--- src/rtl/ts_pkg.sv ---
// Shared definitions for the training-sequence scheduler and the TS generator:
// FSM state encoding, ordered-set type codes and framing symbols.
package ts_pkg;

  typedef enum logic [2:0] {
    ST_IDLE,
    ST_ISSUE,
    ST_WAIT,
    ST_ISSUE_SKP,
    ST_WAIT_SKP,
    ST_DONE
  } ts_state_e;

  localparam logic [1:0] OS_TS1  = 2'b00;
  localparam logic [1:0] OS_TS2  = 2'b01;
  localparam logic [1:0] OS_EIOS = 2'b10;
  localparam logic [1:0] OS_SKP  = 2'b11;

  localparam logic [7:0] SYM_COM = 8'hBC;
  localparam logic [7:0] SYM_PAD = 8'hF7;

  function automatic logic os_type_requestable(input logic [1:0] t);
    return t != OS_SKP;
  endfunction

  function automatic logic os_type_takes_skp(input logic [1:0] t);
    return t != OS_EIOS;
  endfunction

endpackage

--- src/rtl/ts_sched_timer.sv ---
// SKP spacing counter and gen_done watchdog for the TS scheduler.
// Both are down-counters with a terminal-count compare.
module ts_sched_timer
  import ts_pkg::*;
#(
  parameter int SKP_OS_INTERVAL = 8,
  parameter int GEN_TIMEOUT     = 64
) (
  input  logic clk,
  input  logic rst,
  input  logic skp_load,
  input  logic os_done,
  input  logic wd_load,
  input  logic wd_run,
  output logic skp_due,
  output logic wd_expired
);

  localparam int SKP_W = $clog2(SKP_OS_INTERVAL + 1);
  localparam int WD_W  = $clog2(GEN_TIMEOUT + 1);

  localparam logic [SKP_W-1:0] SKP_INIT = SKP_W'(SKP_OS_INTERVAL);
  localparam logic [SKP_W-1:0] SKP_ONE  = SKP_W'(1);
  localparam logic [WD_W-1:0]  WD_INIT  = WD_W'(GEN_TIMEOUT - 1);
  localparam logic [WD_W-1:0]  WD_ONE   = WD_W'(1);

  logic [SKP_W-1:0] skp_left_q, skp_left_d;
  logic [WD_W-1:0]  wd_left_q, wd_left_d;

  always_comb begin
    skp_left_d = skp_left_q;
    if (skp_load) begin
      skp_left_d = SKP_INIT;
    end else if (os_done && (skp_left_q != '0)) begin
      skp_left_d = skp_left_q - SKP_ONE;
    end

    // Loaded on ts_start so the full window covers the whole wait state.
    wd_left_d = wd_left_q;
    if (wd_load) begin
      wd_left_d = WD_INIT;
    end else if (wd_run && (wd_left_q != '0)) begin
      wd_left_d = wd_left_q - WD_ONE;
    end
  end

  always_ff @(posedge clk or posedge rst) begin
    if (rst) begin
      skp_left_q <= '0;
      wd_left_q  <= '0;
    end else begin
      skp_left_q <= skp_left_d;
      wd_left_q  <= wd_left_d;
    end
  end

  assign skp_due    = (skp_left_q == SKP_ONE);
  assign wd_expired = wd_run && (wd_left_q == '0);

endmodule

--- src/rtl/ts_sched.sv ---
// Ordered-set burst scheduler: issues TS1/TS2/EIOS sets to the generator,
// inserts SKP sets at a fixed spacing and supervises each set with a watchdog.
//
//   state        | meaning
//   ST_IDLE      | ready for a burst request
//   ST_ISSUE     | ts_start for a TS/EIOS set
//   ST_WAIT      | waiting for gen_done of a TS/EIOS set
//   ST_ISSUE_SKP | ts_start for a SKP set
//   ST_WAIT_SKP  | waiting for gen_done of a SKP set
//   ST_DONE      | burst_done pulse, back to idle
module ts_sched
  import ts_pkg::*;
#(
  parameter int SKP_OS_INTERVAL = 8,
  parameter int GEN_TIMEOUT     = 64,
  parameter int CNT_W           = 11
) (
  input  logic             clk,
  input  logic             rst,
  input  logic             req_valid,
  output logic             req_ready,
  input  logic [1:0]       req_type,
  input  logic [CNT_W-1:0] req_count,
  input  logic [7:0]       req_info,
  input  logic             speed,
  input  logic             abort,
  output logic [7:0]       ts_info,
  output logic             ts_start,
  output logic [1:0]       os_type,
  input  logic             gen_done,
  output logic             speed_o,
  output logic [CNT_W-1:0] sent_cnt,
  output logic             busy,
  output logic             burst_done,
  output logic             err_timeout
);

  localparam logic [CNT_W-1:0] CNT_ONE = CNT_W'(1);

  ts_state_e        state_q, state_d;
  logic [1:0]       type_q, type_d;
  logic [CNT_W-1:0] count_q, count_d;
  logic [7:0]       info_q, info_d;
  logic             speed_q, speed_d;
  logic [CNT_W-1:0] sent_q, sent_d;
  logic             err_q, err_d;
  logic             abort_q, abort_d;

  logic             abort_now;
  logic [CNT_W-1:0] sent_inc;
  logic             last_set;
  logic             skp_load, os_done, wd_load, wd_run;
  logic             skp_due, wd_expired;

  ts_sched_timer #(
    .SKP_OS_INTERVAL (SKP_OS_INTERVAL),
    .GEN_TIMEOUT     (GEN_TIMEOUT)
  ) u_timer (
    .clk        (clk),
    .rst        (rst),
    .skp_load   (skp_load),
    .os_done    (os_done),
    .wd_load    (wd_load),
    .wd_run     (wd_run),
    .skp_due    (skp_due),
    .wd_expired (wd_expired)
  );

  assign abort_now = abort_q | abort;
  assign sent_inc  = sent_q + CNT_ONE;
  // Compare against the unsaturated increment; count 0 means run until abort.
  assign last_set  = (count_q != '0) && (sent_inc == count_q);

  always_comb begin
    state_d  = state_q;
    type_d   = type_q;
    count_d  = count_q;
    info_d   = info_q;
    speed_d  = speed_q;
    sent_d   = sent_q;
    err_d    = err_q;
    abort_d  = abort_q;
    skp_load = 1'b0;
    os_done  = 1'b0;
    wd_load  = 1'b0;
    wd_run   = 1'b0;

    if (state_q != ST_IDLE) begin
      abort_d = abort_now;
    end

    case (state_q)
      ST_IDLE: begin
        if (req_valid && os_type_requestable(req_type)) begin
          type_d   = req_type;
          count_d  = req_count;
          info_d   = req_info;
          speed_d  = speed;
          sent_d   = '0;
          err_d    = 1'b0;
          abort_d  = 1'b0;
          skp_load = 1'b1;
          state_d  = ST_ISSUE;
        end
      end

      ST_ISSUE: begin
        wd_load = 1'b1;
        state_d = ST_WAIT;
      end

      ST_WAIT: begin
        wd_run = 1'b1;
        if (gen_done) begin
          os_done = 1'b1;
          sent_d  = (&sent_q) ? sent_q : sent_inc;
          if (abort_now || last_set) begin
            state_d = ST_DONE;
          end else if (skp_due && os_type_takes_skp(type_q)) begin
            state_d = ST_ISSUE_SKP;
          end else begin
            state_d = ST_ISSUE;
          end
        end else if (wd_expired) begin
          err_d   = 1'b1;
          state_d = ST_DONE;
        end
      end

      ST_ISSUE_SKP: begin
        skp_load = 1'b1;
        wd_load  = 1'b1;
        state_d  = ST_WAIT_SKP;
      end

      ST_WAIT_SKP: begin
        wd_run = 1'b1;
        if (gen_done) begin
          state_d = abort_now ? ST_DONE : ST_ISSUE;
        end else if (wd_expired) begin
          err_d   = 1'b1;
          state_d = ST_DONE;
        end
      end

      ST_DONE: begin
        state_d = ST_IDLE;
      end

      default: begin
        state_d = ST_IDLE;
      end
    endcase
  end

  always_ff @(posedge clk or posedge rst) begin
    if (rst) begin
      state_q <= ST_IDLE;
      type_q  <= OS_TS1;
      count_q <= '0;
      info_q  <= '0;
      speed_q <= 1'b0;
      sent_q  <= '0;
      err_q   <= 1'b0;
      abort_q <= 1'b0;
    end else begin
      state_q <= state_d;
      type_q  <= type_d;
      count_q <= count_d;
      info_q  <= info_d;
      speed_q <= speed_d;
      sent_q  <= sent_d;
      err_q   <= err_d;
      abort_q <= abort_d;
    end
  end

  assign req_ready   = (state_q == ST_IDLE);
  assign busy        = (state_q != ST_IDLE);
  assign ts_start    = (state_q == ST_ISSUE) || (state_q == ST_ISSUE_SKP);
  assign burst_done  = (state_q == ST_DONE);
  assign os_type     = ((state_q == ST_ISSUE_SKP) || (state_q == ST_WAIT_SKP)) ? OS_SKP : type_q;
  assign ts_info     = info_q;
  assign speed_o     = speed_q;
  assign sent_cnt    = sent_q;
  assign err_timeout = err_q;

endmodule

--- config.mk ---
export PLATFORM = sky130hd
export DESIGN_NAME = ts_sched
export DESIGN_NICKNAME = d
export VERILOG_FILES = /design/src/rtl/ts_pkg.sv /design/src/rtl/ts_sched_timer.sv /design/src/rtl/ts_sched.sv
export SDC_FILE = /design/constraint.sdc
export NUM_CORES = 1
export LEC_CHECK = 0
export CORE_MARGIN = 2
export CORE_UTILIZATION = 47
export CTS_CLUSTER_SIZE = 30
export DETAILED_ROUTE_END_ITERATION = 16
export PLACE_DENSITY = 0.74
export SYNTH_ARGS = -nofsm -noshare
export SYNTH_HDL_FRONTEND = slang
export SYNTH_SLANG_ARGS = --single-unit
--- constraint.sdc ---
create_clock -name clk -period 2 [get_ports clk]
set_input_delay 0.3 -clock clk [delete_from_list [all_inputs] [get_ports clk]]
set_output_delay 0.3 -clock clk [all_outputs]
set_load 0.05 [all_outputs]
==> out/qor.csv <==
metric,value,unit
Worst setup SP type,flip-flop,
DP HPWL,4.72,mm
register bit total from synthesis,49,
Final GP Congestion,0.870,
syn_area_per_cell,10.2,sq um
highest cell delay on the worst timing path,420,ps
clk slew on worst S/H paths,90,ps
Async SR Flop Fraction,100,%
Worst Clk Skew,1.73,ps
hold_buf cts,0,
FMAX,0.514,GHz
"Req. time, crit path",2200,ps
sequential area share after synthesis,44.3,%
outcome,completed,
vias in the first global route,2332,
Worst-Skew Late Latency,300,ps
HP Class,in -> async,
Initial DRC Count,120,
synth warn,0,
hold slack final,296,ps
IO Pins,54,
final WL,6.46,mm
Filler Cells Inserted,477,
n_diodes,0,
"Distinct cells, synth",50,
ANT nets after route,0,
# DRC,0,
TritonRoute pass-1 iters,4,
"Cell Area, Synth",2770,sq um
slew margin rel.,64.9,%
Die ar.,6510,sq um
DIE WIDTH,80.7,microns
largest net degree at the start of global routing,33,
RSZ-0062 raised after global routing,yes,
post-synth top area share,44.3,%
Final Setup Violations,0,
DR WL/cell,15.5,microns
Post-synth EDFFs,0,
port bufs,53,
clk buf depth,2,
CP arrival,2150,ps
crit path cell chain,inv_2 -> ha_2 -> and2b_2 -> a221oi_2 -> nand2_1 -> or3_1 -> xor2_1 -> nand2_1,
Max-cap violations,0,
H-tree depth,2,
area growth from synthesis to layout,34.7,%
Worst-Margin Slew,525,ps
row count,27,
"Max FO, Critical Path",4,
Num CTS Buffers,5,
Power Total,5.40,mW
setup tns final,0,ps
Lkg Pwr,1.53,nW
family with the most delay on the worst path,simple AND/OR/NAND/NOR gates,
critical setup path kind,reg -> reg,
"top cells by area, synth","dfrtp_1 (44%), mux2_2 (9.4%), xnor2_1 (4.1%)",
Worst Setup End Kind,flip-flop,
pwr dens,1450,nW/um^2
gr usage total,21.8,%
grt ovf,0,
Post-Syn Nets,304,
share of layout cells above drive strength 1,27.3,%
Core Box Area,5610,sq um
prevailing post-synth register cell,dfrtp_1,
Layout Nets,375,
Num Clock Sinks,49,
Avg Vias per Cell,5.47,
Cells after Synth,272,
worst vdd ir,0.000985,V
global-route wire length before repair,11.0,mm
clock root buffer,clkbuf_8,
fin crit period,1950,ps
fin. max-slew vios,0,
Synth area leader,dfrtp_1,
Initial Util,49.3,%
via count,2275,
CTS tree,yes,
"setup slack, reg-to-reg",50,ps
Crit path buffers/inverters,1,
Most common cell on crit path,nand2_1,
initial antenna violation count,0,
Die Y,80.7,microns
Final Cycle Share,97.3,%
"Slowest-stage cell, CP",dfrtp_1,
final hold violation count,0,
final core occ,66.4,%
## report_power, final
group          switching (mW)  internal (mW)  total [mW]
registers               0.384           1.35        1.74
logic                    1.58           1.34        2.92
clock network           0.337          0.407       0.743
total                    2.30           3.11        5.40
## Yosys cell counts, drive strengths merged (6+ instances only)
cell / n
a21oi: 11
inv: 12
dfrtp: 49
o21ai: 16
nor2: 19
nand2: 27
xnor2: 13
nor3: 6
nor4: 6
nand3: 10
xor2: 11
buf: 10
mux2: 23
## cells in the final DEF (no fill, tap or decap), types with 3 or more instances in the layout
cell	count
o21ai_0	16
buf_4	26
ha_1	3
mux2i_1	3
o31ai_1	5
nor2b_1	3
buf_12	7
dfrtp_2	7
nor2_1	18
clkdlybuf4s50_1	43
nor3_1	6
nand3_1	9
nor4_2	4
a21oi_1	11
nand2_1	25
mux2_2	23
xnor2_1	13
xor2_1	11
inv_1	9
nand2b_1	4
a211oi_1	3
clkbuf_8	6
dfrtp_1	42
## area by class of cell
| cell class | instances | area (sq um) | share of cell area [%] |
|---|---|---|---|
| clock inverter | 2 | 37.5 | 1.01 |
| multi-input combinational | 197 | 1450 | 38.8 |
| timing repair buffer | 78 | 783 | 21.0 |
| tap | 72 | 90.1 | 2.42 |
| inverter | 12 | 48.8 | 1.31 |
| clock buffer | 6 | 82.6 | 2.22 |
| sequential | 49 | 1230 | 33.2 |
## final timing paths
kind / from / end / cells past startpoint
setup / recovery: u_timer.wd_left_q[0]$_DFFE_PP0P_ / u_timer.wd_left_q[4]$_DFFE_PP0P_ / 8
hold / removal: rst / count_q[0]$_DFFE_PP0P_ / 2
setup reg to reg: u_timer.wd_left_q[0]$_DFFE_PP0P_ / u_timer.wd_left_q[4]$_DFFE_PP0P_ / 8
hold reg to reg: ts_info[5]$_DFFE_PP0P_ / ts_info[5]$_DFFE_PP0P_ / 1
max in group asynchronous: rst / state_q[1]$_DFFE_PP0P_ / 3
min in group clk: ts_info[5]$_DFFE_PP0P_ / ts_info[5]$_DFFE_PP0P_ / 1
## metal layers
layer,global-route usage [%],share of wire [%]
met5,0,0
met4,8.64,2.5
met3,4.83,4.1
met2,34.1,48
met1,29.6,45
## sequential cells by signal, indices dropped and copies added (netlist names)
signal and cells:
abort_q 1, count_q 11, err_timeout 1, sent_cnt 11
speed_o 1, state_q 3, ts_info 8, type_q 2
u_timer.skp_left_q 4, u_timer.wd_left_q 7
## cell families after synthesis
| group | after synthesis | share of synthesized area, % |
|---|---|---|
| buf+inv | 26 | 4.75 |
| fa+ha+maj | 5 | 2.26 |
| flops | 49 | 44.3 |
| xor+xnor | 24 | 7.60 |
| mux | 26 | 10.5 |
| compound gates | 52 | 12.6 |
| simple gates | 90 | 18.0 |
## what timing repair did
| item | CTS | global route |
|---|---|---|
| cloned | 0 | 0 |
| setup buffers | 0 | 5 |
| pin swaps | 0 | 4 |
| hold endpoints to repair | 0 | 0 |
| resized for setup | 2 | 6 |
| setup endpoints to repair | 2 | 12 |
## stage by stage
stage	setup WS (ps)	cells	cell area (sq um)
5_1_grt	-101	416	3720
2_1_floorplan	-25.7	272	2810
6_report	54.4	416	3720
3_5_place_dp	57.2	403	3550
4_1_cts	33.3	411	3670
3_3_place_gp	106	403	3550
Note: power is estimated with default switching activity, not from simulation.
